[config.mk]
export PLATFORM = sky130hd
export DESIGN_NAME = button_event_flat
export DESIGN_NICKNAME = d
export VERILOG_FILES = /design/src/rtl/button_event_pkg.sv /design/src/rtl/button_event_if.sv /design/src/rtl/button_event_edge_detect.sv /design/src/rtl/button_event.sv /design/src/flat_wrapper.sv
export SDC_FILE = /design/constraint.sdc
export NUM_CORES = 1
export LEC_CHECK = 0
export BUFFER_PORTS_ARGS = -buffer_cell sky130_fd_sc_hd__buf_2
export CORE_AREA = 2 2 39 41
export CTS_BUF_LIST = sky130_fd_sc_hd__clkbuf_8
export DETAILED_ROUTE_END_ITERATION = 8
export DIE_AREA = 0 0 41 43
export GPL_TIMING_DRIVEN = 0
export PLACE_DENSITY_LB_ADDON = 0.05
export SLEW_MARGIN = 20
export SYNTH_ARGS = -nofsm -noshare
export SYNTH_HDL_FRONTEND = slang
export SYNTH_SLANG_ARGS = --single-unit
[constraint.sdc]
create_clock -name clk -period 1.7 [get_ports clk]
set_input_delay 0.255 -clock clk [delete_from_list [all_inputs] [get_ports clk]]
set_output_delay 0.255 -clock clk [all_outputs]
set_load 0.01 [all_outputs]
[src/rtl/button_event_pkg.sv]
// Package btn_pkg: shared types and helpers for the button event classifier.
//   btn_state_t : FSM state encoding for button_event.
//   cnt_width   : width of the single counter shared by the long-press,
//                 double-click gap and auto-repeat timers.
package btn_pkg;

  typedef enum logic [2:0] {
    IDLE           = 3'd0,
    PRESSED        = 3'd1,
    WAIT_SECOND    = 3'd2,
    SECOND_PRESSED = 3'd3,
    LONG_HELD      = 3'd4
  } btn_state_t;

  // The counter never needs to hold more than (limit - 1) for the largest
  // of the three limits, so $clog2(limit) bits are enough. Floor of 1 bit
  // keeps the vector legal for degenerate parameter values.
  function automatic int cnt_width(input int long_cycles,
                                   input int gap_cycles,
                                   input int repeat_cycles);
    int m;
    m = long_cycles;
    if (gap_cycles > m) m = gap_cycles;
    if (repeat_cycles > m) m = repeat_cycles;
    return (m <= 2) ? 1 : $clog2(m);
  endfunction

endpackage

[src/rtl/button_event_if.sv]
// Interface button_event_if: debounced button level in, event pulses out.
//   btn_db        : debounced button level (source -> classifier)
//   held          : registered copy of btn_db
//   press_pulse   : one cycle per rise
//   release_pulse : one cycle per fall
//   click         : short press with no second press inside the gap
//   double_click  : rise of a second short press inside the gap
//   long_press    : hold reached the long-press length
//   repeat_pulse  : periodic pulse while a long press is held
// Modports: master = button source / event consumer, slave = classifier.
interface button_event_if;
  logic btn_db;
  logic held;
  logic press_pulse;
  logic release_pulse;
  logic click;
  logic double_click;
  logic long_press;
  logic repeat_pulse;

  modport master (
    output btn_db,
    input  held, press_pulse, release_pulse, click,
    input  double_click, long_press, repeat_pulse
  );

  modport slave (
    input  btn_db,
    output held, press_pulse, release_pulse, click,
    output double_click, long_press, repeat_pulse
  );
endinterface

[src/rtl/button_event_edge_detect.sv]
// edge_detect: one-register rise/fall detector.
//   clk  : clock (rising edge)
//   rst  : synchronous active-low reset, clears q
//   d    : level input, synchronous to clk
//   q    : d from the previous edge
//   rise : d & ~q (combinational)
//   fall : ~d & q (combinational)
// q resets to 0, so a level already high when reset releases shows up as
// a fresh rise on the first edge afterwards.
module edge_detect (
  input  logic clk,
  input  logic rst,
  input  logic d,
  output logic q,
  output logic rise,
  output logic fall
);

  logic q_reg;

  always_ff @(posedge clk) begin
    if (!rst) begin
      q_reg <= 1'b0;
    end else begin
      q_reg <= d;
    end
  end

  assign q    = q_reg;
  assign rise = d & ~q_reg;
  assign fall = ~d & q_reg;

endmodule

[src/rtl/button_event.sv]
// button_event: turns the debounced button level into single-cycle event
// pulses (press, release, click, double-click, long-press, auto-repeat).
//   clk : clock (rising edge)
//   rst : synchronous active-low reset
//   bus : button_event_if.slave (btn_db in, held and event pulses out)
// Parameters (each must be >= 2):
//   LONG_CYCLES       : sampled-high edges that make a long press
//   DOUBLE_GAP_CYCLES : edges after a release in which a rise is a double-click
//   REPEAT_CYCLES     : edges between repeat pulses during a long hold
// Every output is registered; a decision taken at an edge is visible for
// exactly the following cycle.
module button_event
  import btn_pkg::*;
#(
  parameter int LONG_CYCLES       = 8,
  parameter int DOUBLE_GAP_CYCLES = 4,
  parameter int REPEAT_CYCLES     = 3
) (
  input  logic clk,
  input  logic rst,
  button_event_if.slave bus
);

  localparam int CW = cnt_width(LONG_CYCLES, DOUBLE_GAP_CYCLES, REPEAT_CYCLES);
  localparam logic [CW-1:0] LONG_LAST   = CW'(LONG_CYCLES - 1);
  localparam logic [CW-1:0] GAP_LAST    = CW'(DOUBLE_GAP_CYCLES - 1);
  localparam logic [CW-1:0] REPEAT_LAST = CW'(REPEAT_CYCLES - 1);
  localparam logic [CW-1:0] CNT_ONE     = CW'(1);

  logic btn_q;
  logic rise;
  logic fall;

  edge_detect u_edge (
    .clk  (clk),
    .rst  (rst),
    .d    (bus.btn_db),
    .q    (btn_q),
    .rise (rise),
    .fall (fall)
  );

  btn_state_t    state_reg;
  logic [CW-1:0] cnt_reg;
  logic          press_reg;
  logic          release_reg;
  logic          click_reg;
  logic          double_reg;
  logic          long_reg;
  logic          repeat_reg;

  always_ff @(posedge clk) begin
    if (!rst) begin
      state_reg   <= IDLE;
      cnt_reg     <= '0;
      press_reg   <= 1'b0;
      release_reg <= 1'b0;
      click_reg   <= 1'b0;
      double_reg  <= 1'b0;
      long_reg    <= 1'b0;
      repeat_reg  <= 1'b0;
    end else begin
      // Edge pulses are independent of the classifier state.
      press_reg   <= rise;
      release_reg <= fall;
      click_reg   <= 1'b0;
      double_reg  <= 1'b0;
      long_reg    <= 1'b0;
      repeat_reg  <= 1'b0;

      case (state_reg)
        IDLE: begin
          // The rise edge itself counts as the first high sample.
          if (rise) begin
            state_reg <= PRESSED;
            cnt_reg   <= CNT_ONE;
          end
        end

        PRESSED: begin
          // Release is checked before the long-press limit, so letting go
          // on the very edge the limit would be reached is still short.
          if (!bus.btn_db) begin
            state_reg <= WAIT_SECOND;
            cnt_reg   <= '0;
          end else if (cnt_reg == LONG_LAST) begin
            long_reg  <= 1'b1;
            state_reg <= LONG_HELD;
            cnt_reg   <= '0;
          end else begin
            cnt_reg <= cnt_reg + CNT_ONE;
          end
        end

        WAIT_SECOND: begin
          // A second rise wins over gap expiry on the same edge.
          if (bus.btn_db) begin
            double_reg <= 1'b1;
            state_reg  <= SECOND_PRESSED;
            cnt_reg    <= '0;
          end else if (cnt_reg == GAP_LAST) begin
            click_reg <= 1'b1;
            state_reg <= IDLE;
            cnt_reg   <= '0;
          end else begin
            cnt_reg <= cnt_reg + CNT_ONE;
          end
        end

        SECOND_PRESSED: begin
          if (!bus.btn_db) begin
            state_reg <= IDLE;
            cnt_reg   <= '0;
          end
        end

        LONG_HELD: begin
          if (!bus.btn_db) begin
            state_reg <= IDLE;
            cnt_reg   <= '0;
          end else if (cnt_reg == REPEAT_LAST) begin
            repeat_reg <= 1'b1;
            cnt_reg    <= '0;
          end else begin
            cnt_reg <= cnt_reg + CNT_ONE;
          end
        end

        default: begin
          state_reg <= IDLE;
          cnt_reg   <= '0;
        end
      endcase
    end
  end

  assign bus.held          = btn_q;
  assign bus.press_pulse   = press_reg;
  assign bus.release_pulse = release_reg;
  assign bus.click         = click_reg;
  assign bus.double_click  = double_reg;
  assign bus.long_press    = long_reg;
  assign bus.repeat_pulse  = repeat_reg;

endmodule

[src/flat_wrapper.sv]
// flat-port wrapper written by rule: the top's interface ports become plain ports
module button_event_flat import btn_pkg::*;
#(
  parameter int LONG_CYCLES       = 8,
  parameter int DOUBLE_GAP_CYCLES = 4,
  parameter int REPEAT_CYCLES     = 3
)
  (clk, rst, bus_btn_db, bus_held, bus_press_pulse, bus_release_pulse, bus_click, bus_double_click, bus_long_press, bus_repeat_pulse);
  button_event_if bus_i ();
  input  logic clk;
  input  logic rst;
  input wire logic [$bits(bus_i.btn_db)-1:0] bus_btn_db;
  output wire logic [$bits(bus_i.held)-1:0] bus_held;
  output wire logic [$bits(bus_i.press_pulse)-1:0] bus_press_pulse;
  output wire logic [$bits(bus_i.release_pulse)-1:0] bus_release_pulse;
  output wire logic [$bits(bus_i.click)-1:0] bus_click;
  output wire logic [$bits(bus_i.double_click)-1:0] bus_double_click;
  output wire logic [$bits(bus_i.long_press)-1:0] bus_long_press;
  output wire logic [$bits(bus_i.repeat_pulse)-1:0] bus_repeat_pulse;
  assign bus_i.btn_db = bus_btn_db;
  assign bus_held = bus_i.held;
  assign bus_press_pulse = bus_i.press_pulse;
  assign bus_release_pulse = bus_i.release_pulse;
  assign bus_click = bus_i.click;
  assign bus_double_click = bus_i.double_click;
  assign bus_long_press = bus_i.long_press;
  assign bus_repeat_pulse = bus_i.repeat_pulse;
  button_event #(.LONG_CYCLES(LONG_CYCLES), .DOUBLE_GAP_CYCLES(DOUBLE_GAP_CYCLES), .REPEAT_CYCLES(REPEAT_CYCLES)) u_core (.clk(clk), .rst(rst), .bus(bus_i));
endmodule
Yosys cells after proc, flatten, opt, wreduce, memory -nomap -nowiden --
Cells that the tools add are included.
Cells by class: add/sub/neg operators 1, equality and inequality tests 12, muxes and demuxes 18, bitwise operators 6, reduce and logical (&&, ||, !) cells 8
Operators by type and width (number):
- 3-bit two-way mux | 12
- 3-bit one-hot mux with 5 select lines | 1
- 3-bit by 2-bit == test with 1-bit output (second input constant) | 4
- 3-bit one-hot mux with 4 select lines | 1
- 3-bit == test (second input constant) | 2
- 3-bit by 2-bit inequality test with 1-bit output (second input constant) | 2
- 3-bit AND reduction | 2
- 1-bit two-way mux | 4
- 2-bit inequality test (second input constant) | 2
- 1-bit NOT | 4
- 2-bit AND reduction | 2
- 4-bit AND reduction | 1
- 3-bit by 1-bit adder with 3-bit output (second input constant) | 1
- 3-bit by 1-bit == test with 1-bit output (second input constant) | 1
- 3-bit logical NOT | 1
- 3-bit OR reduction | 1
- 1-bit AND | 2
- 2-bit by 1-bit inequality test with 1-bit output (second input constant) | 1
- 2-bit OR reduction | 1
Storage, ports and cells: bits in registers 13

Longest topological paths before layout --
Gate-level depths: netlist (run 1).
depth in word-level cells 4, gate-level depth with buffers 6

Hierarchy --
Synthesis (run 1) repeated with hierarchy kept, for this count alone.
Unflattened totals: cell total of the unflattened synthesis 76, area, all modules 679.4 um2
By module, submodules not included:
- button_event | times used 1, cells each 72, area an instance 640.6 um2, sequential area each 240.2 um2
- edge_detect | times used 1, cells each 4, area an instance 38.8 um2, sequential area each 20.0 um2

Worst setup path before layout (run 1) --
OpenSTA, ideal clock, no wires.
path type flip-flop to flip-flop, start point reg u_core.cnt_reg[0], end point reg u_core.cnt_reg[1], library setup time 92 ps, arrival 1187 ps, data required time 1608 ps, path slack 421 ps, cell stages (with the launch flop) 7, buffers on the path 0, cell sequence dfxtp_1 inv_1 ha_1 nor2b_1 o2bb2ai_2 a22oi_2 o32ai_1
Between the ends: word-level cells in the longest chain between the ends 4, elaborated cells on any way between the ends 11, those cells by class add/sub: 1; eq/ne: 3; mux: 7
Ends and longest elaborated chain:
- start: declaration | RTL line button_event.sv:44 | logic [CW-1:0] cnt_reg;
- start signal: assignment | RTL line button_event.sv:91 | cnt_reg <= cnt_reg + CNT_ONE;
- start signal: assignment | RTL line button_event.sv:106 | cnt_reg <= cnt_reg + CNT_ONE;
- start signal: assignment | RTL line button_event.sv:125 | cnt_reg <= cnt_reg + CNT_ONE;
- 3-bit by 1-bit adder with 3-bit output, or another cell as far along | RTL line button_event.sv:91, button_event.sv:106, button_event.sv:125
- 3-bit two-way mux (on tied branches) | RTL line button_event.sv:121, button_event.sv:86, button_event.sv:101
- 3-bit two-way mux (on tied branches) | RTL line button_event.sv:118, button_event.sv:83, button_event.sv:97
- 3-bit one-hot mux with 5 select lines * | RTL line button_event.sv:71 | case (state_reg)
Mark *: on every way between the ends. The rest lies on a longest branch, timed or not. A chain may end at the register's enable or synchronous reset.

Worst setup path in the final report (run 1) --
start point reg u_core.cnt_reg[0], end point reg u_core.cnt_reg[0]
Same word-level chain as after synthesis.

==> impl_summary.log, run 1 <==
INFO  metric antenna_found_initial = 0
INFO  metric post_synth_num_cell_types = 32
INFO  metric clock_tree.root_cell = clkbuf_8
INFO  metric yosys.area_share.simple = between 20% and 30%
INFO  metric grt_pass1_vias = between 400 and 500
INFO  metric areaGrowthSynthToFinish = 15.2%
INFO  metric max_cap_violations = 0
INFO  metric dp.cells = 100
INFO  metric period_share = 84.7%
INFO  metric finalWorstPathRequiredPeriod = around 1.4 ns
INFO  metric cts.sinks = 13
INFO  metric setup_ws = approximately 0.26 ns
INFO  metric cts_post_setup_buffers_inserted = 0
INFO  metric post_dp_cell_area = about 750 um^2
INFO  metric clk_path_buf_depth = 2
INFO  metric number_of_antenna_cells_inserted = 0
INFO  metric crit_start = u_core.cnt_reg[0]
INFO  metric synth-xor-area-share = 0%
INFO  metric hold_class = input port to flip-flop
INFO  metric timing.rr.end = u_core.cnt_reg[0]
INFO  metric finalWirelength = roughly 1300 um
INFO  metric drt_pre_antenna_iters = 4
INFO  metric worst-r2r-setup-slack = roughly 0.26 ns
INFO  metric floorplan.initialDensity = about 50%
INFO  metric placement_rows = 14
INFO  metric grt_first_pass_wirelength = roughly 2200 um
INFO  metric area_share_of_fa_ha_maj_cells_after_synthesis = around 7.2%
INFO  metric grt_setup_unrepaired = no
INFO  metric timing.critical_path.fanout_max = 5
INFO  metric top_level_ports = 10
INFO  metric syn_area_per_cell = between 9 and 10 um^2
INFO  metric maxSlewHeadroom = 70.8%
INFO  metric routed_wire_length_per_instance = 12.6 um
INFO  metric status = completed
INFO  metric gr-total-overflow = 0
INFO  metric cts_hold_repair_buffers = 0
INFO  metric fp.coreArea = between 1000 and 1500 um^2
INFO  metric main_combinational_cell_family_by_area_after_synthesis = simple AND/OR/NAND/NOR gates
INFO  metric worstSetupStartpointType = flip-flop
INFO  metric tritoncts = built
INFO  metric synth_compound_gate_area_share = between 10% and 20%
INFO  metric netlist_area = ~690 um^2
INFO  metric critPathCapture = u_core.cnt_reg[0]
INFO  metric layoutNonFillerInstCount = 104
INFO  metric hold_viol_final = 0
INFO  metric finalClockSkew = ~0.0018 ns
INFO  metric power.ir.vdd_worst = 0.732 mV
INFO  metric worst-endpoint-arrival = between 1.5 and 2 ns
INFO  metric transition_time_of_the_tightest_slew_check_pin = 0.438 ns
INFO  metric synth.ff_latch_count = 13
INFO  metric setup_violations = 0
INFO  metric crit_type = flip-flop to flip-flop
INFO  metric setup_total_negative_slack = 0 ns
INFO  metric required = 1.84 ns
INFO  metric worst_slack_at_placement = between 0.2 and 0.3 ns
INFO  metric detail-route-antenna-nets = 0
INFO  metric timing.critical_path.to_type = flip-flop
INFO  metric sequential_fraction_of_the_synthesis_area = roughly 38%
INFO  metric gpl.final_weighted_congestion = slightly below 0.8
INFO  metric final_layout_size_suffix_gt1_share = 23.9%
INFO  metric fp.dieW = 41 um
INFO  metric die-height = roughly 43 um
INFO  metric post_syn_instances = 76
INFO  metric drt_initial_violations = 22
INFO  metric placement.io_buffers = 8
INFO  metric number_of_pins_with_negative_max_slew_slack_in_the_final_report = 0
INFO  metric die_area = 1760 um^2
INFO  metric post_synth_mux_area_share = 1.45%
INFO  metric tritoncts.num_buffers = 3
INFO  metric syn-num-nets = between 80 and 90
INFO  metric num_vias = approximately 570
INFO  metric drc = 0
INFO  metric grt_start_max_net_pins = 11
INFO  metric cts_resized = 0
INFO  metric worst_r2r_startpoint = u_core.cnt_reg[0]
INFO  metric ys.warnings.count = 0
INFO  metric power_leakage = between 0.3 and 0.4 nW
INFO  metric dp.final_hpwl = between 900 and 1000 um
INFO  metric routed_via_count_divided_by_cell_count = 5.43
INFO  metric post_route_hold_slack = 0.289 ns
INFO  metric worst_r2r_path_depth = 6
INFO  metric h-tree-depth = 1
INFO  metric final_cell_area = around 800 um^2
INFO  metric design.final.nets = 96
INFO  metric global_route.usage.total = around a fifth
INFO  metric clk_pin_slew_worst_paths = 0.06 ns
INFO  metric p_per_area = ~1200 nW/um^2
INFO  metric worst_skew_pair_latency = 0.24 ns
INFO  metric fmax = between 0.6 and 0.7 GHz
## report_power, final
group	internal (W)	switching, W	total, W
clock	0.000159	0.000112	0.000271
sequential	0.000335	0.0000376	0.000372
combinational	0.000141	0.000154	0.000295
total	0.000635	0.000304	0.000939
## cells in the mapped netlist
cell / n / area share, %
dfxtp_1: 13 / 38
nand2_1: 7 / 3.8
inv_1: 6 / 3.3
nor2_1: 5 / 2.7
ha_1: 4 / 7.2
nand2b_1: 4 / 3.6
nand3_1: 4 / 2.9
and3_1: 3 / 2.7
buf_6: 2 / 3.3
nor2b_1: 2 / 1.8
nor3_1: 2 / 1.4
o21ai_0: 2 / 1.4
o2bb2ai_2: 2 / 4.3
o32ai_1: 2 / 2.5
a21boi_1: 1 / 1.1
a21oi_1: 1 / 0.72
a21oi_2: 1 / 1.3
a22oi_2: 1 / 1.8
a31o_1: 1 / 1.3
a31oi_1: 1 / 0.90
a32oi_1: 1 / 1.3
buf_2: 1 / 0.72
clkbuf_1: 1 / 0.54
mux2i_1: 1 / 1.4
nand4_1: 1 / 0.90
nor2b_4: 1 / 2.0
nor3_2: 1 / 1.4
nor3b_1: 1 / 1.1
nor4b_1: 1 / 1.3
o21ai_1: 1 / 0.72
o31ai_2: 1 / 1.8
or4_1: 1 / 1.1
## per-stage QoR
| stage | total power (W) | utilization (%) |
|---|---|---|
| floorplan | 0.000614 | - |
| global placement | 0.000670 | 54.3 |
| detailed placement | 0.000668 | 54.3 |
| CTS | 0.000936 | 57.6 |
| global route | 0.000986 | 57.6 |
| finish | 0.000939 | 57.6 |
## layout by cell type (no fill, tap or decap), types with 2 or more instances in the layout
| master | netlist | final |
|---|---|---|
| and3_1 | 3 | 3 |
| buf_2 | 1 | 9 |
| buf_6 | 2 | 2 |
| clkbuf_8 | 0 | 3 |
| dfxtp_1 | 13 | 13 |
| ha_1 | 4 | 4 |
| inv_1 | 6 | 7 |
| nand2_1 | 7 | 7 |
| nand2b_1 | 4 | 4 |
| nand3_1 | 4 | 4 |
| nor2_1 | 5 | 5 |
| nor2b_1 | 2 | 2 |
| nor3_1 | 2 | 2 |
| o21ai_0 | 2 | 2 |
| o2bb2ai_2 | 2 | 2 |
| o32ai_1 | 2 | 2 |
## how the worst min path moves through the flow
| stage | depth (start not counted) | to | slack [ns] | startpoint |
|---|---|---|---|---|
| after floorplan | 1 | u_core.bus.release_pulse | 0.33 | bus_btn_db |
| after global routing | 2 | u_core.bus.release_pulse | 0.29 | bus_btn_db |
| after detailed placement | 1 | u_core.bus.press_pulse | 0.47 | u_core.u_edge.q |
| after CTS | 2 | u_core.bus.release_pulse | 0.28 | bus_btn_db |
| final | 2 | u_core.bus.release_pulse | 0.29 | bus_btn_db |
| after global placement | 1 | u_core.bus.press_pulse | 0.48 | u_core.u_edge.q |
## cell type report
| cell class | count | area, um^2 |
|---|---|---|
| clock buffers | 3 | 41.3 |
| flip-flops and latches | 13 | 260 |
| clock inverters | 1 | 3.75 |
| fillers | 123 | 587 |
| inverters | 6 | 22.5 |
| plain buffers | 4 | 31.3 |
| repair buffers | 8 | 40.0 |
| well taps | 16 | 20.0 |
| multi-input cells | 53 | 378 |
## worst max-delay path, stage by stage (launching register included)
cell and delay [ns]:
dfxtp_1 0.39, inv_1 0.06, ha_1 0.19, nor2b_1 0.15, o2bb2ai_2 0.17, a22oi_2 0.11
o32ai_1 0.27
## routing by layer
layer | global-route usage, % | vias to the layer above | part of all wire (%)
met2 | 26.3 | 14 | 47
met3 | 4.71 | 2 | 4.3
met5 | 0 | - | 0
met1 | 26.1 | 257 | 47
li1 | - | 292 | -
met4 | 8.00 | 0 | 0.92
## cells by family (layout without fill, tap and decap cells)
group | Yosys count | after routing
AOI/OAI and AO/OA | 15 | 15
adders and majority gates | 4 | 4
buffers and inverters | 10 | 22
DFF | 13 | 13
muxes | 1 | 1
and+or+nand+nor | 33 | 33
No activity file was read; power rests on OpenSTA's default activity.
==> inputs of run 2 (changes only) <==
--- a/config.mk
+++ b/config.mk
@@ -5,6 +5,7 @@
 export SDC_FILE = /design/constraint.sdc
 export NUM_CORES = 1
 export LEC_CHECK = 0
+export ABC_AREA = 1
 export BUFFER_PORTS_ARGS = -buffer_cell sky130_fd_sc_hd__buf_2
 export CORE_AREA = 2 2 39 41
 export CTS_BUF_LIST = sky130_fd_sc_hd__clkbuf_8
==> constraint.sdc (replaced) <==
create_clock -name clk -period 1.5 [get_ports clk]
set_input_delay 0.225 -clock clk [delete_from_list [all_inputs] [get_ports clk]]
set_output_delay 0.225 -clock clk [all_outputs]
set_load 0.01 [all_outputs]
==> run 2 against run 1 <==
  * Global-route usage rose by 0.59 points
  * Highest routed layer unchanged
  * Register-to-register slack got worse by 0.06 ns
  * Sequential share of layout area fell by 0.051 points
  * Sequential power rose by 33%
  * Sequential cell count did not move
  * Clock power rose by 13%
  * Non-clock buffer count fell by 2
  * Synthesized area fell by 0.54%
  * First-iteration DRC count fell by 32%
==> impl_summary.log, run 2 <==
INFO  metric p_per_area = 1820 nW/um^2 (+55%)
INFO  metric maxSlewHeadroom = 82.8% (+12 points)
INFO  metric max_cap_violations = 0 (unchanged)
INFO  metric timing.critical_path.fanout_max = 7 (+2)
INFO  metric clock_tree.root_cell = clkbuf_8
INFO  metric clk_path_buf_depth = 2 (unchanged)
INFO  metric drt_pre_antenna_iters = 4 (unchanged)
INFO  metric drc = 0 (unchanged)
INFO  metric mostFrequentLayoutCells = 24 x nand2_1, 16 x nor2_1, 13 x dfxtp_1, 12 x inv_1
INFO  metric finalClockSkew = 0.00255 ns (+0.000780 ns)
INFO  metric final_layout_size_suffix_gt1_share = 20.7% (-3.1 points)
INFO  metric grt_setup_unrepaired = no
INFO  metric transition_time_of_the_tightest_slew_check_pin = 0.258 ns (-0.180 ns)
INFO  metric grt_start_max_net_pins = 11 (unchanged)
INFO  metric post_synth_mux_area_share = 0% (-1.4 points)
INFO  metric crit_start = u_core.state_reg[1]
INFO  metric setup_violations = 0 (unchanged)
INFO  metric syn_area_per_cell = 7.02 um^2 (-23%)
INFO  metric synth_enable_flop_cells = 0 (unchanged)
INFO  metric dp.cells = 123 (+23%)
INFO  metric crit_type = flip-flop to flip-flop
INFO  metric drt_initial_violations = 15 (-32%)
INFO  metric period_share = 86.6% (+1.8 points)
INFO  metric placement.io_buffers = 9 (+1)
INFO  metric tritoncts.num_buffers = 3 (unchanged)
INFO  metric dp.final_hpwl = 1020 um (+11%)
INFO  metric layoutNonFillerInstCount = 127 (+22%)
INFO  metric status = completed
INFO  metric netlist_top_cells_count = 24 x nand2_1, 16 x nor2_1, 13 x dfxtp_1
INFO  metric power.ir.vdd_worst = 1.01 mV (+38%)
INFO  metric setup_total_negative_slack = 0 ns (unchanged)
INFO  metric synth.ff_latch_count = 13 (unchanged)
INFO  metric post_route_hold_slack = 0.246 ns (-0.0435 ns)
INFO  metric timing.rr.end = u_core.state_reg[0]
INFO  metric gr-total-overflow = 0 (unchanged)
INFO  metric worstSetupStartpointType = flip-flop
INFO  metric fp.coreArea = 1380 um^2 (unchanged)
INFO  metric proportion_of_netlist_area_held_by_the_largest_area_contributor = 37.8% (+0.21 points)
INFO  metric clk_pin_slew_worst_paths = 0.06 ns (about the same)
INFO  metric worst_r2r_path_depth = 7 (+1)
INFO  metric cts_post_setup_buffers_inserted = 0 (unchanged)
INFO  metric routed_wire_length_per_instance = 10.8 um (-14%)
INFO  metric hold_class = input port to flip-flop
INFO  metric cts.sinks = 13 (unchanged)
INFO  metric area_contributors_post_synth = dfxtp_1 38%, nand2_1 13%, nor2_1 8.7%, ha_1 7.3%, nand3_1 6.5%
INFO  metric die_area = 1760 um^2 (unchanged)
INFO  metric design.final.nets = 119 (+24%)
INFO  metric placement_rows = 14 (unchanged)
INFO  metric antenna_found_initial = 0 (unchanged)
INFO  metric netlist_area = 688 um^2 (-0.54%)
INFO  metric cts_hold_repair_buffers = 0 (unchanged)
INFO  metric routed_via_count_divided_by_cell_count = 4.83 (-11%)
INFO  metric worst-r2r-setup-slack = 0.20 ns (-0.06 ns)
INFO  metric h-tree-depth = 1 (unchanged)
INFO  metric worst-endpoint-arrival = 1.44 ns (-0.14 ns)
INFO  metric yosys.area_share.simple = 44.2% (+17 points)
INFO  metric cts_resized = 0 (unchanged)
INFO  metric synth.most_common_cell = nand2_1
INFO  metric die-height = 43 um (unchanged)
INFO  metric areaGrowthSynthToFinish = 16.0%
INFO  metric final_common_cell = nand2_1
INFO  metric grt_first_pass_wirelength = 2310 um (+5.7%)
INFO  metric global_route.usage.total = 19.3% (+0.59 points)
INFO  metric area_share_of_fa_ha_maj_cells_after_synthesis = 7.27% (+0.039 points)
INFO  metric sequential_fraction_of_the_synthesis_area = 37.8% (+0.21 points)
INFO  metric top_level_ports = 10 (unchanged)
INFO  metric fp.dieW = 41 um (unchanged)
INFO  metric post_syn_instances = 98 (+29%)
INFO  metric floorplan.initialDensity = 49.7% (-0.27 points)
INFO  metric ys.warnings.count = 0 (unchanged)
INFO  metric post-layout-total-power = 0.00145 W (+55%)
INFO  metric hold_viol_final = 0 (unchanged)
INFO  metric number_of_antenna_cells_inserted = 0 (unchanged)
INFO  metric post_synth_num_cell_types = 19 (-41%)
INFO  metric tritoncts = built
INFO  metric timing.critical_path.to_type = flip-flop
INFO  metric worst_skew_pair_latency = 0.24 ns (about the same)
INFO  metric worst_r2r_startpoint = u_core.state_reg[1]
INFO  metric detail-route-antenna-nets = 0 (unchanged)
INFO  metric share_of_synthesized_flip_flops_with_an_asynchronous_set_or_reset = 0% (unchanged)
INFO  metric num_vias = 614 (+8.7%)
INFO  metric synth_ff_type = dfxtp_1
INFO  metric min-delay-start = rst
INFO  metric synth-xor-area-share = 0% (unchanged)
INFO  metric synth.largest_area_cell = dfxtp_1
INFO  metric syn-num-nets = 105 (+27%)
INFO  metric finalWorstPathRequiredPeriod = 1.30 ns (-0.142 ns)
INFO  metric number_of_pins_with_negative_max_slew_slack_in_the_final_report = 0 (unchanged)
INFO  metric main_combinational_cell_family_by_area_after_synthesis = simple AND/OR/NAND/NOR gates
INFO  metric synth_compound_gate_area_share = 3.09% (-16 points)
INFO  metric required = 1.64 ns (-0.20 ns)
INFO  metric gpl.final_weighted_congestion = 0.887 (+14%)
INFO  metric fmax = 0.770 GHz (+11%)
INFO  metric grt_pass1_vias = 606 (+22%)
INFO  metric power_leakage = 0.413 nW (+14%)
INFO  metric finalWirelength = 1380 um (+5.4%)
INFO  metric critPathCapture = u_core.state_reg[0]
==> run 2: cell count changes in the layout (fill, tap and decap cells not counted), sizes merged, moves of 3 or more <==
cell	change
nand2b	-4
nand3	+7
nand2	+20
and3	-3
nor2b	-3
nor2	+15
inv	+6
==> run 2: how the worst min path moves through the flow <==
| stage | end | slack [ns] | cells after the start |
|---|---|---|---|
| floorplan | u_core.state_reg[2] | 0.35 | 2 |
| global placement | u_core.bus.press_pulse | 0.43 | 1 |
| global route | u_core.state_reg[2] | 0.25 | 3 |
| finish | u_core.state_reg[2] | 0.25 | 3 |
| detailed placement | u_core.bus.press_pulse | 0.44 | 1 |
| CTS | u_core.state_reg[2] | 0.25 | 3 |
==> run 2: where the power goes <==
part | internal [W] | total (W) | switching [W]
sequential | 0.000408 | 0.000496 | 0.0000875
clock | 0.000181 | 0.000305 | 0.000124
combinational | 0.000229 | 0.000655 | 0.000426
==> run 2: worst max-delay path: stages, from the launching register on <==
cell and delay [ns]:
dfxtp_1 0.46, nor2_2 0.09, nand3_1 0.17, nand2_2 0.11, nor2_2 0.17, nand3_1 0.09, nand2_1 0.07, nor2_1 0.04
==> run 2: kinds of logic after synthesis <==
group                    Yosys count
AND/OR/NAND/NOR                   64
buffers and inverters             13
flip-flops                        13
AO/OA/AOI/OAI                      4
adder cells (fa/ha/maj)            4
==> run 2: per-layer routing <==
metal	track usage, %	part of all wire (%)	up-vias
li1	-	-	335
met1	22.8	47	259
met2	31.3	47	16
met3	3.14	4.5	4
met4	10.0	1.7	0
met5	0	0	-
==> run 2: area by class of cell <==
type,count,area (um^2)
inverter,12,45.0
clock inverter,1,3.75
sequential,13,260
multi-input combinational,72,375
clock buffer,3,41.3
buffer,1,7.51
fill,131,586
timing repair buffer,9,45.0
tap,16,20.0
==> run 2: stage by stage <==
step | utilization, % | instance area [um^2] | setup slack, ns
after floorplan | - | 688 | 0.368
after global placement | 54.4 | 753 | 0.220
after CTS | 57.7 | 798 | 0.196
after detailed placement | 54.4 | 753 | 0.209
after global routing | 57.7 | 798 | 0.0454
final | 57.7 | 798 | 0.201
==> inputs of run 3 (changes only) <==
--- a/config.mk
+++ b/config.mk
@@ -7,10 +7,9 @@
 export LEC_CHECK = 0
 export ABC_AREA = 1
 export BUFFER_PORTS_ARGS = -buffer_cell sky130_fd_sc_hd__buf_2
-export CORE_AREA = 2 2 39 41
-export CTS_BUF_LIST = sky130_fd_sc_hd__clkbuf_8
+export CORE_MARGIN = 2
+export CORE_UTILIZATION = 53
 export DETAILED_ROUTE_END_ITERATION = 8
-export DIE_AREA = 0 0 41 43
 export GPL_TIMING_DRIVEN = 0
 export PLACE_DENSITY_LB_ADDON = 0.05
 export SLEW_MARGIN = 20
==> run 3 against run 2 <==
  * Non-clock buffer count unchanged
  * Via count down 1.8%
  * Hold slack worse by 0.045 ns
  * Clock power down 28%
  * Largest cell class unchanged
  * Clock-buffer cell count unchanged
  * Total power down 7.3%
  * Combinational power down 3.7%
  * First-iteration DRC count up 47%
  * Highest routed layer unchanged
  * Die area down 9.1%
  * Clock skew down 0.00070 ns
  * Sequential cell count unchanged
  * Core utilization up 9.6 points
==> impl_summary.log, run 3 (same netlist as run 2, synthesis figures left out) <==
INFO  metric period_share = 87.7% (+1.1 points)
INFO  metric setup_violations = 0 (unchanged)
INFO  metric setup_total_negative_slack = 0 ns (unchanged)
INFO  metric drc = 0 (unchanged)
INFO  metric power_leakage = 0.403 nW (-2.2%)
INFO  metric clk_path_buf_depth = 2 (unchanged)
INFO  metric tritoncts = built
INFO  metric status = completed
INFO  metric seq_area = 260 um^2 (unchanged)
INFO  metric grt_pass1_vias = 526 (-13%)
INFO  metric number_of_antenna_cells_inserted = 0 (unchanged)
INFO  metric mostFrequentLayoutCells = 24 x nand2_1, 16 x nor2_1, 13 x dfxtp_1, 11 x inv_1
INFO  metric gpl.final_weighted_congestion = 0.860 (-3.0%)
INFO  metric worst_slack_at_placement = 0.226 ns (+0.0166 ns)
INFO  metric crit_start = u_core.state_reg[2]
INFO  metric clk_pin_slew_worst_paths = 0.08 ns (+0.02 ns)
INFO  metric power.ir.vdd_worst = 0.988 mV (-2.5%)
INFO  metric multiInputGateArea = 375 um^2 (unchanged)
INFO  metric use_met3 = 3.33% (+0.19 points)
INFO  metric top_level_ports = 10 (unchanged)
INFO  metric die-height = 40.0 um (-6.9%)
INFO  metric number_of_pins_with_negative_max_slew_slack_in_the_final_report = 0 (unchanged)
INFO  metric maxSlewHeadroom = 81.6% (-1.2 points)
INFO  metric min-delay-start = rst
INFO  metric timing.critical_path.fanout_max = 7 (unchanged)
INFO  metric final_layout_size_suffix_gt1_share = 21.6% (+0.90 points)
INFO  metric worst_r2r_startpoint = u_core.state_reg[2]
INFO  metric routed_via_count_divided_by_cell_count = 4.82 (-0.22%)
INFO  metric p_per_area = 1730 nW/um^2 (-4.9%)
INFO  metric max_cap_violations = 0 (unchanged)
INFO  metric drt_initial_violations = 22 (+7)
INFO  metric die_area = 1600 um^2 (-9.1%)
INFO  metric worstSetupStartpointType = flip-flop
INFO  metric worst-endpoint-arrival = 1.50 ns (+0.06 ns)
INFO  metric clock_tree.root_cell = clkbuf_4
INFO  metric cts.sinks = 13 (unchanged)
INFO  metric antenna_found_initial = 0 (unchanged)
INFO  metric n_fill_cell = 108 (-18%)
INFO  metric areaGrowthSynthToFinish = 13.1%
INFO  metric hold_class = input port to flip-flop
INFO  metric drt_pre_antenna_iters = 4 (unchanged)
INFO  metric grt_first_pass_wirelength = 2180 um (-5.7%)
INFO  metric grt_start_max_net_pins = 11 (unchanged)
INFO  metric finalWirelength = 1250 um (-9.5%)
INFO  metric grt.met2_usage = 30.2% (-1.0 points)
INFO  metric tritoncts.num_buffers = 3 (unchanged)
INFO  metric grt_setup_unrepaired = no
INFO  metric detail-route-antenna-nets = 0 (unchanged)
INFO  metric global_route.usage.total = 20.5% (+1.2 points)
INFO  metric finalWorstPathRequiredPeriod = 1.32 ns (+0.0165 ns)
INFO  metric fp.dieW = 40.0 um (-2.4%)
INFO  metric floorplan.initialDensity = 59.5% (+9.8 points)
INFO  metric cts_hold_repair_buffers = 0 (unchanged)
INFO  metric setup_ws = 0.185 ns (-0.0165 ns)
INFO  metric final_cell_area = 778 um^2 (-2.5%)
INFO  metric placement_rows = 12 (-2)
INFO  metric fmax = 0.760 GHz (-1.3%)
INFO  metric holdPathStages = 3 (unchanged)
INFO  metric worst_skew_pair_latency = 0.28 ns (+0.04 ns)
INFO  metric h-tree-depth = 1 (unchanged)
INFO  metric post_dp_cell_area = 751 um^2 (-0.33%)
INFO  metric transition_time_of_the_tightest_slew_check_pin = 0.276 ns (+0.0180 ns)
INFO  metric routed_wire_length_per_instance = 9.97 um (-8.1%)
INFO  metric cts_resized = 0 (unchanged)
INFO  metric placement.io_buffers = 9 (unchanged)
INFO  metric most_used_layer_global_route = met2
INFO  metric design.final.nets = 119 (unchanged)
INFO  metric crit_type = flip-flop to flip-flop
INFO  metric finalClockSkew = 0.00185 ns (-0.000703 ns)
INFO  metric worst_r2r_path_depth = 7 (unchanged)
INFO  metric required = 1.68 ns (+0.04 ns)
INFO  metric cts_post_setup_buffers_inserted = 0 (unchanged)
INFO  metric fp.coreArea = 1160 um^2 (-16%)
INFO  metric num_vias = 603 (-1.8%)
INFO  metric gr-total-overflow = 0 (unchanged)
INFO  metric use_met1 = 27.4% (+4.6 points)
INFO  metric timing.critical_path.to_type = flip-flop
INFO  metric hold_viol_final = 0 (unchanged)
INFO  metric final_common_cell = nand2_1
INFO  metric dp.final_hpwl = 948 um (-7.4%)
==> run 3: final timing paths <==
path	slack (ns)	end
worst max-delay path	0.18	u_core.state_reg[1]
worst min-delay path	0.20	u_core.state_reg[2]
worst max register to register	0.18	u_core.state_reg[1]
worst min register to register	0.43	u_core.bus.press_pulse
==> run 3: worst max-delay path: stages, from the launching register on <==
cell and delay [ns]:
dfxtp_1 0.48, inv_2 0.11, nand3_1 0.17, nand2_2 0.11, nor2_2 0.16, nand3_1 0.09, nand2_1 0.07, nor2_1 0.03
==> run 3: cell type report <==
| cell class | count | area share [%] |
|---|---|---|
| multi-input combinational | 72 | 48.2 |
| sequential | 13 | 33.4 |
| timing repair buffer | 9 | 5.79 |
| inverter | 12 | 5.79 |
| clock buffer | 3 | 2.89 |
| tap | 14 | 2.25 |
| buffer | 1 | 0.965 |
| clock inverter | 1 | 0.643 |
==> run 3: per-stage QoR <==
stage               utilization [%]  power, W  hold WS (ns)  std cells
floorplan                         -   0.00102         0.346         98
global placement               64.9   0.00113         0.417        121
detailed placement             64.9   0.00113         0.424        121
CTS                            67.3   0.00135         0.192        125
global route                   67.3   0.00149         0.201        125
finish                         67.3   0.00135         0.200        125
==> run 3: power by group <==
part,leakage [nW],internal (W),total (W),switching [W]
clock network,0.0177,0.0000989,0.000220,0.000121
registers,0.106,0.000407,0.000499,0.0000917
logic,0.279,0.000228,0.000631,0.000402
total,0.403,0.000735,0.00135,0.000615
==> run 3: layer usage <==
| layer | part of all wire (%) | routed length, um |
|---|---|---|
| met5 | 0 | 0 |
| met3 | 6.7 | 84 |
| met4 | 1.8 | 22 |
| met2 | 43 | 536 |
| met1 | 48 | 602 |
